--- src/rtl/int2float_pkg.sv ---
// rtl/int2float_pkg.sv - shared constants for the integer-to-float arbiter slice
// Purpose: IEEE-754 single-precision field widths, integer width and the
//          default channel count used by int2float_arbiter and int_to_float_rne.
// Ports: none (package).
package int2float_pkg;

  localparam int INT_W          = 32;
  localparam int FP_EXP_W       = 8;
  localparam int FP_MAN_W       = 23;
  localparam int FP_BIAS        = 127;
  localparam int FP_W           = 1 + FP_EXP_W + FP_MAN_W;
  localparam int NUM_CH_DEFAULT = 4;

  // Bit position of the leading one needs log2(INT_W) bits.
  localparam int LEAD_W         = $clog2(INT_W);

endpackage

--- src/rtl/int_to_float_rne.sv ---
// rtl/int_to_float_rne.sv - combinational 32-bit signed int to single-precision float, round-to-nearest-even
// Purpose: converts one two's-complement integer into an IEEE-754 binary32 value.
// Ports:
//   int_val   in  INT_W  two's-complement integer
//   float_val out FP_W   IEEE-754 single-precision result
module int_to_float_rne
  import int2float_pkg::*;
(
  input  logic [INT_W-1:0] int_val,
  output logic [FP_W-1:0]  float_val
);

  logic                sign;
  logic [INT_W-1:0]    mag;
  logic [LEAD_W-1:0]   lead;
  logic [INT_W-1:0]    norm;
  logic [FP_MAN_W-1:0] man_trunc;
  logic                guard;
  logic                sticky;
  logic                round_up;
  logic [FP_MAN_W:0]   man_rnd;
  logic [FP_EXP_W-1:0] exp_val;

  always_comb begin
    sign = int_val[INT_W-1];
    // Unsigned 32-bit magnitude: negating 0x80000000 yields 0x80000000,
    // which read as unsigned is exactly 2^31.
    mag  = sign ? (~int_val + INT_W'(1)) : int_val;

    lead = '0;
    for (int i = 0; i < INT_W; i++) begin
      if (mag[i]) lead = LEAD_W'(i);
    end

    // Left-justify so the leading one sits at bit 31; the 23 bits below it
    // are the mantissa, bit 7 is the guard bit, bits 6:0 form the sticky bit.
    // For magnitudes up to 2^24 the dropped bits are all zero.
    norm      = mag << (LEAD_W'(INT_W - 1) - lead);
    man_trunc = norm[INT_W-2 -: FP_MAN_W];
    guard     = norm[INT_W-2-FP_MAN_W];
    sticky    = |norm[INT_W-3-FP_MAN_W:0];
    round_up  = guard & (sticky | man_trunc[0]);

    // A carry out of the mantissa means it rounded up to 2.0: bump the
    // exponent; the low mantissa bits are already zero in that case.
    man_rnd   = {1'b0, man_trunc} + {{FP_MAN_W{1'b0}}, round_up};
    exp_val   = FP_EXP_W'(FP_BIAS) + FP_EXP_W'(lead) + FP_EXP_W'(man_rnd[FP_MAN_W]);

    if (mag == '0) begin
      float_val = '0;
    end else begin
      float_val = {sign, exp_val, man_rnd[FP_MAN_W-1:0]};
    end
  end

endmodule

--- src/rtl/int2float_arbiter.sv ---
// rtl/int2float_arbiter.sv - round-robin arbiter feeding a two-stage int-to-float pipeline
// Purpose: picks one of NUM_CH integer streams round-robin, converts the
//          integer to IEEE-754 single precision and emits it with its channel.
// Ports:
//   clk, rst          clock, synchronous active-high reset
//   s_axis_tdata      in  NUM_CH*32  per-channel integers, channel i at [32*i +: 32]
//   s_axis_tvalid     in  NUM_CH     per-channel valid
//   s_axis_tready     out NUM_CH     per-channel ready, one-hot or zero
//   m_axis_tdata      out 32         float result
//   m_axis_tuser      out CH_W       source channel of the result
//   m_axis_tvalid     out 1          result valid
//   m_axis_tready     in  1          downstream ready
module int2float_arbiter
  import int2float_pkg::*;
#(
  parameter int NUM_CH = NUM_CH_DEFAULT,
  parameter int CH_W   = $clog2(NUM_CH)
) (
  input  logic                    clk,
  input  logic                    rst,
  input  logic [NUM_CH*INT_W-1:0] s_axis_tdata,
  input  logic [NUM_CH-1:0]       s_axis_tvalid,
  output logic [NUM_CH-1:0]       s_axis_tready,
  output logic [FP_W-1:0]         m_axis_tdata,
  output logic [CH_W-1:0]         m_axis_tuser,
  output logic                    m_axis_tvalid,
  input  logic                    m_axis_tready
);

  logic [CH_W-1:0]  rr_ptr;
  logic [CH_W-1:0]  grant_ch;
  logic             grant_vld;
  int               scan_idx;
  logic [INT_W-1:0] grant_data;
  logic             accept;

  logic             s1_valid;
  logic [INT_W-1:0] s1_data;
  logic [CH_W-1:0]  s1_ch;
  logic             s2_valid;
  logic [FP_W-1:0]  s2_data;
  logic [CH_W-1:0]  s2_ch;
  logic             s1_load;
  logic             s2_load;
  logic [FP_W-1:0]  conv_data;

  // Scan from the highest offset down so the lowest offset from rr_ptr that
  // has tvalid is the one left standing.
  always_comb begin
    grant_ch  = '0;
    grant_vld = 1'b0;
    scan_idx  = 0;
    for (int k = NUM_CH - 1; k >= 0; k--) begin
      scan_idx = int'(rr_ptr) + k;
      if (scan_idx >= NUM_CH) scan_idx = scan_idx - NUM_CH;
      if (s_axis_tvalid[scan_idx]) begin
        grant_ch  = CH_W'(scan_idx);
        grant_vld = 1'b1;
      end
    end
  end

  always_comb begin
    s2_load       = !s2_valid || m_axis_tready;
    s1_load       = !s1_valid || s2_load;
    accept        = grant_vld && s1_load && !rst;
    grant_data    = s_axis_tdata[INT_W*int'(grant_ch) +: INT_W];
    s_axis_tready = '0;
    if (accept) s_axis_tready[grant_ch] = 1'b1;
  end

  int_to_float_rne u_conv (
    .int_val   (s1_data),
    .float_val (conv_data)
  );

  always_ff @(posedge clk) begin
    if (rst) begin
      rr_ptr   <= '0;
      s1_valid <= 1'b0;
      s1_data  <= '0;
      s1_ch    <= '0;
      s2_valid <= 1'b0;
      s2_data  <= '0;
      s2_ch    <= '0;
    end else begin
      if (accept) begin
        rr_ptr <= (grant_ch == CH_W'(NUM_CH - 1)) ? '0 : grant_ch + CH_W'(1);
      end
      if (s1_load) begin
        s1_valid <= accept;
        if (accept) begin
          s1_data <= grant_data;
          s1_ch   <= grant_ch;
        end
      end
      // Payload only moves with a valid item so a drained stage keeps its
      // last value instead of picking up the converted bubble.
      if (s2_load) begin
        s2_valid <= s1_valid;
        if (s1_valid) begin
          s2_data <= conv_data;
          s2_ch   <= s1_ch;
        end
      end
    end
  end

  assign m_axis_tvalid = s2_valid;
  assign m_axis_tdata  = s2_data;
  assign m_axis_tuser  = s2_ch;

endmodule

--- config.mk ---
export PLATFORM = sky130hd
export DESIGN_NAME = int2float_arbiter
export DESIGN_NICKNAME = d
export VERILOG_FILES = /design/src/rtl/int2float_pkg.sv /design/src/rtl/int_to_float_rne.sv /design/src/rtl/int2float_arbiter.sv
export SDC_FILE = /design/constraint.sdc
export NUM_CORES = 1
export LEC_CHECK = 0
export BUFFER_PORTS_ARGS = -buffer_cell sky130_fd_sc_hd__buf_2
export CORE_UTILIZATION = 40
export CTS_CLUSTER_SIZE = 12
export DETAILED_ROUTE_END_ITERATION = 8
export GPL_TIMING_DRIVEN = 0
export PLACE_DENSITY = 0.6
export SLEW_MARGIN = 25
export SYNTH_ARGS = -nofsm -noshare
export SYNTH_HDL_FRONTEND = slang
export SYNTH_SLANG_ARGS = --single-unit
--- constraint.sdc ---
create_clock -name clk -period 5.42 [get_ports clk]
set_input_delay 0.271 -clock clk [delete_from_list [all_inputs] [get_ports clk]]
set_output_delay 0.271 -clock clk [all_outputs]
set_load 0.1 [all_outputs]
==> metrics.cfg <==
[synthesis]
synthAdderAreaFrac = 0.0118
ys_top_cells_by_area = dfxtp_1, nand2_1, nor2_1, o21ai_0, a21oi_1
ys_seq_area_frac = 0.151
synth_top_family_by_area = simple AND/OR/NAND/NOR gates
synth_compound_area_frac = 0.343
yosys.area.top_type = dfxtp_1
synth-xor-area-share = 0.0529
synth_edf_count = 0
ys_seq_elements = 72
muxShareOfSynthArea = 0.0265
avgSynthCellArea_um2 = 6.68
ys_types = 108
synth_nets = 1574
synthSimpleGateAreaFrac = 0.344
async_flop_share = 0
yosysWarnings = 0
synthCells = 1430
syn_area_um2 = 9550
yosysTopAreaCellShare = 0.151
synth_flop_cell = dfxtp_1

[timing]
setup_slack_ns = -0.529
final_hold_viol_count = 0
whs_ns = 0.228
fmax_ghz = 0.168
slew_viol_final = 0
min_period_over_period = 1.10
worst_pin_slew_ns = 0.977
setup_tns_ns = -4.41
rsz0062_at_grt = true
layout_min_cycle_time_ns = 5.95
fin_skew_ns = 0.0122
slew_headroom = 0.346
final-setup-viol-count = 11

[power_and_ir_drop]
power_density_nw_per_um2 = 524
power.leakage_nw = 5.35
p_total_mw = 7.01
irDropWorstVdd_v = 0.000291

[setup_path]
regToRegStartpoint = s1_data[10]
r2r_cells = 26
worstPathArrival_ns = 6.16
reg2reg_to = m_axis_tdata[27]
crit_fanout = 10
worst-path-buf-inv = 6
critPathKind = reg -> reg
critPathLaunchType = register
cp_common_cell = buf_4
reg2reg_slack_ns = -0.53
cp_slowest_cell = or4_4
worstSetupEndpointType = register
critPathTopFamily = simple AND/OR/NAND/NOR gates
cp_slowest_stage_delay_ns = 0.57
required_ns = 5.63

[die]
num_io_pins = 174
rows = 56
fp.dieH_um = 157
fp.coreArea_um2 = 23500
die-area_um2 = 24500
die_w_um = 157
start_util = 0.407

[detailed_routing]
ant_nets = 0
drt_iter0_markers = 1134
dr.pass1.iters = 6
viasPerCell = 6.29
via_count = 12900
drc = 0
wl_per_cell_um = 23.4
routed_wl_mm = 47.7

[hold_path]
hold_class = in -> reg
min_from = m_axis_tready
min_delay_path_depth = 4
holdPathEnd = s1_valid

[final_layout]
nets = 1864
area_growth_pct = 40.0
layout-drive-gt1-share = 0.338
stdcell_count = 2044
diodes = 0

[job]
drv_cap = 0

[outcome]
outcome = finished with violations
violations = setup timing

[grt]
groute.usage.overall = 0.386
antenna_found_initial = 1
grt_pass1_vias = 12100
grt_max_degree = 16
grt_first_pass_wirelength_mm = 71.8
overflow = 0

[cts]
cts.clk_slew.worst_paths_ns = 0.07
cts-root-buf = clkbuf_16
cts_buffer_depth = 2
cts_tree = built
cts_num_sinks = 72
clk_latency_ns = 0.36
htree_levels = 3
cts_made_buffers = 9

[placement]
hpwlAfterDp_mm = 35.9
dp_slack_ns = -1.98
port_buffers = 173
place.gp.congestion = 1.01
dp.cells = 1922

[placed cells by master (no fill, tap or decap), types with 17 or more instances in the layout]
cell / synthesis / routed
o211ai_1: 17 / 17
nand4_1: 20 / 20
and3_1: 18 / 18
clkbuf_1: 78 / 51
o21ai_0: 87 / 82
a211oi_1: 18 / 18
nand2_1: 272 / 259
nor3_1: 50 / 38
a21oi_1: 77 / 67
nand3_1: 48 / 47
xor2_1: 23 / 17
inv_1: 24 / 21
nand3b_1: 22 / 22
buf_2: 23 / 190
buf_4: 2 / 119
xnor2_1: 31 / 23
nor2_1: 135 / 125
dfxtp_1: 72 / 64
[kinds of logic (layout without fill, tap and decap cells)]
family,Yosys count,count (layout)
adders and majority gates,9,9
AOI/OAI and AO/OA,439,439
muxes,24,24
and+or+nand+nor,678,678
buffers and inverters,152,447
xor gates and xnor gates,56,56
DFF,72,72
[report_power, final]
part / switching (mW) / total, mW / internal (mW)
registers: 0.102 / 0.736 / 0.634
clock network: 0.274 / 0.688 / 0.415
logic: 3.56 / 5.59 / 2.03
total: 3.93 / 7.01 / 3.08
[worst max path at each step]
stage,startpoint,end,slack [ns],depth (start not counted)
floorplan,s1_data[0],m_axis_tdata[25],0.005,26
global placement,s1_data[1],m_axis_tdata[27],-1.96,25
detailed placement,s1_data[1],m_axis_tdata[27],-1.98,25
CTS,s1_data[11],m_axis_tdata[27],-0.48,25
global route,s1_data[2],m_axis_tdata[27],-0.73,24
finish,s1_data[10],m_axis_tdata[27],-0.53,26
[cells in the mapped netlist (24+ instances only)]
cell type,count
nor3_1,50
inv_1,24
o21ai_0,87
xnor2_1,31
a21oi_1,77
a22oi_1,24
nor2_1,135
clkbuf_1,78
nand2_1,272
nand3_1,48
dfxtp_1,72
[final cells by class]
type / instances / area (um^2)
multi-input cells: 1206 / 8620
fillers: 2335 / 10100
repair buffers: 288 / 1790
well taps: 319 / 399
flip-flops and latches: 72 / 1460
clock buffers: 9 / 225
plain buffers: 117 / 669
inverters: 26 / 105
clock inverters: 7 / 110
[repair_timing]
action	in CTS	in global routing
hold buffers	0	0
setup endpoints to repair	31	27
gates cloned	0	0
buffers inserted	84	31
gates resized for setup	213	63
pin swaps	60	36
[flip-flops by register name, summed over array words and instances (netlist names)]
name	count
m_axis_tdata	32
m_axis_tvalid	1
s1_ch	2
rr_ptr	2
s1_data	32
m_axis_tuser	2
s1_valid	1
[stage by stage]
stage	utilization	cell area, um^2
global route	0.570	13400
CTS	0.546	12800
detailed placement	0.464	10900
global placement	0.463	10900
finish	0.570	13400
floorplan	-	9610
[per-layer routing]
| layer | track usage | vias up | share of wire |
|---|---|---|---|
| li1 | - | 5878 | - |
| met1 | 0.471 | 6022 | 0.39 |
| met2 | 0.636 | 772 | 0.47 |
| met3 | 0.0598 | 180 | 0.081 |
| met4 | 0.239 | 0 | 0.061 |
| met5 | 0 | - | 0 |
[worst min-delay path, stage by stage]
cell	delay [ns]
buf_2	0.07
nor2b_1	0.07
nand2_1	0.07
a21oi_1	0.05
No activity file was read; power rests on OpenSTA's default activity.
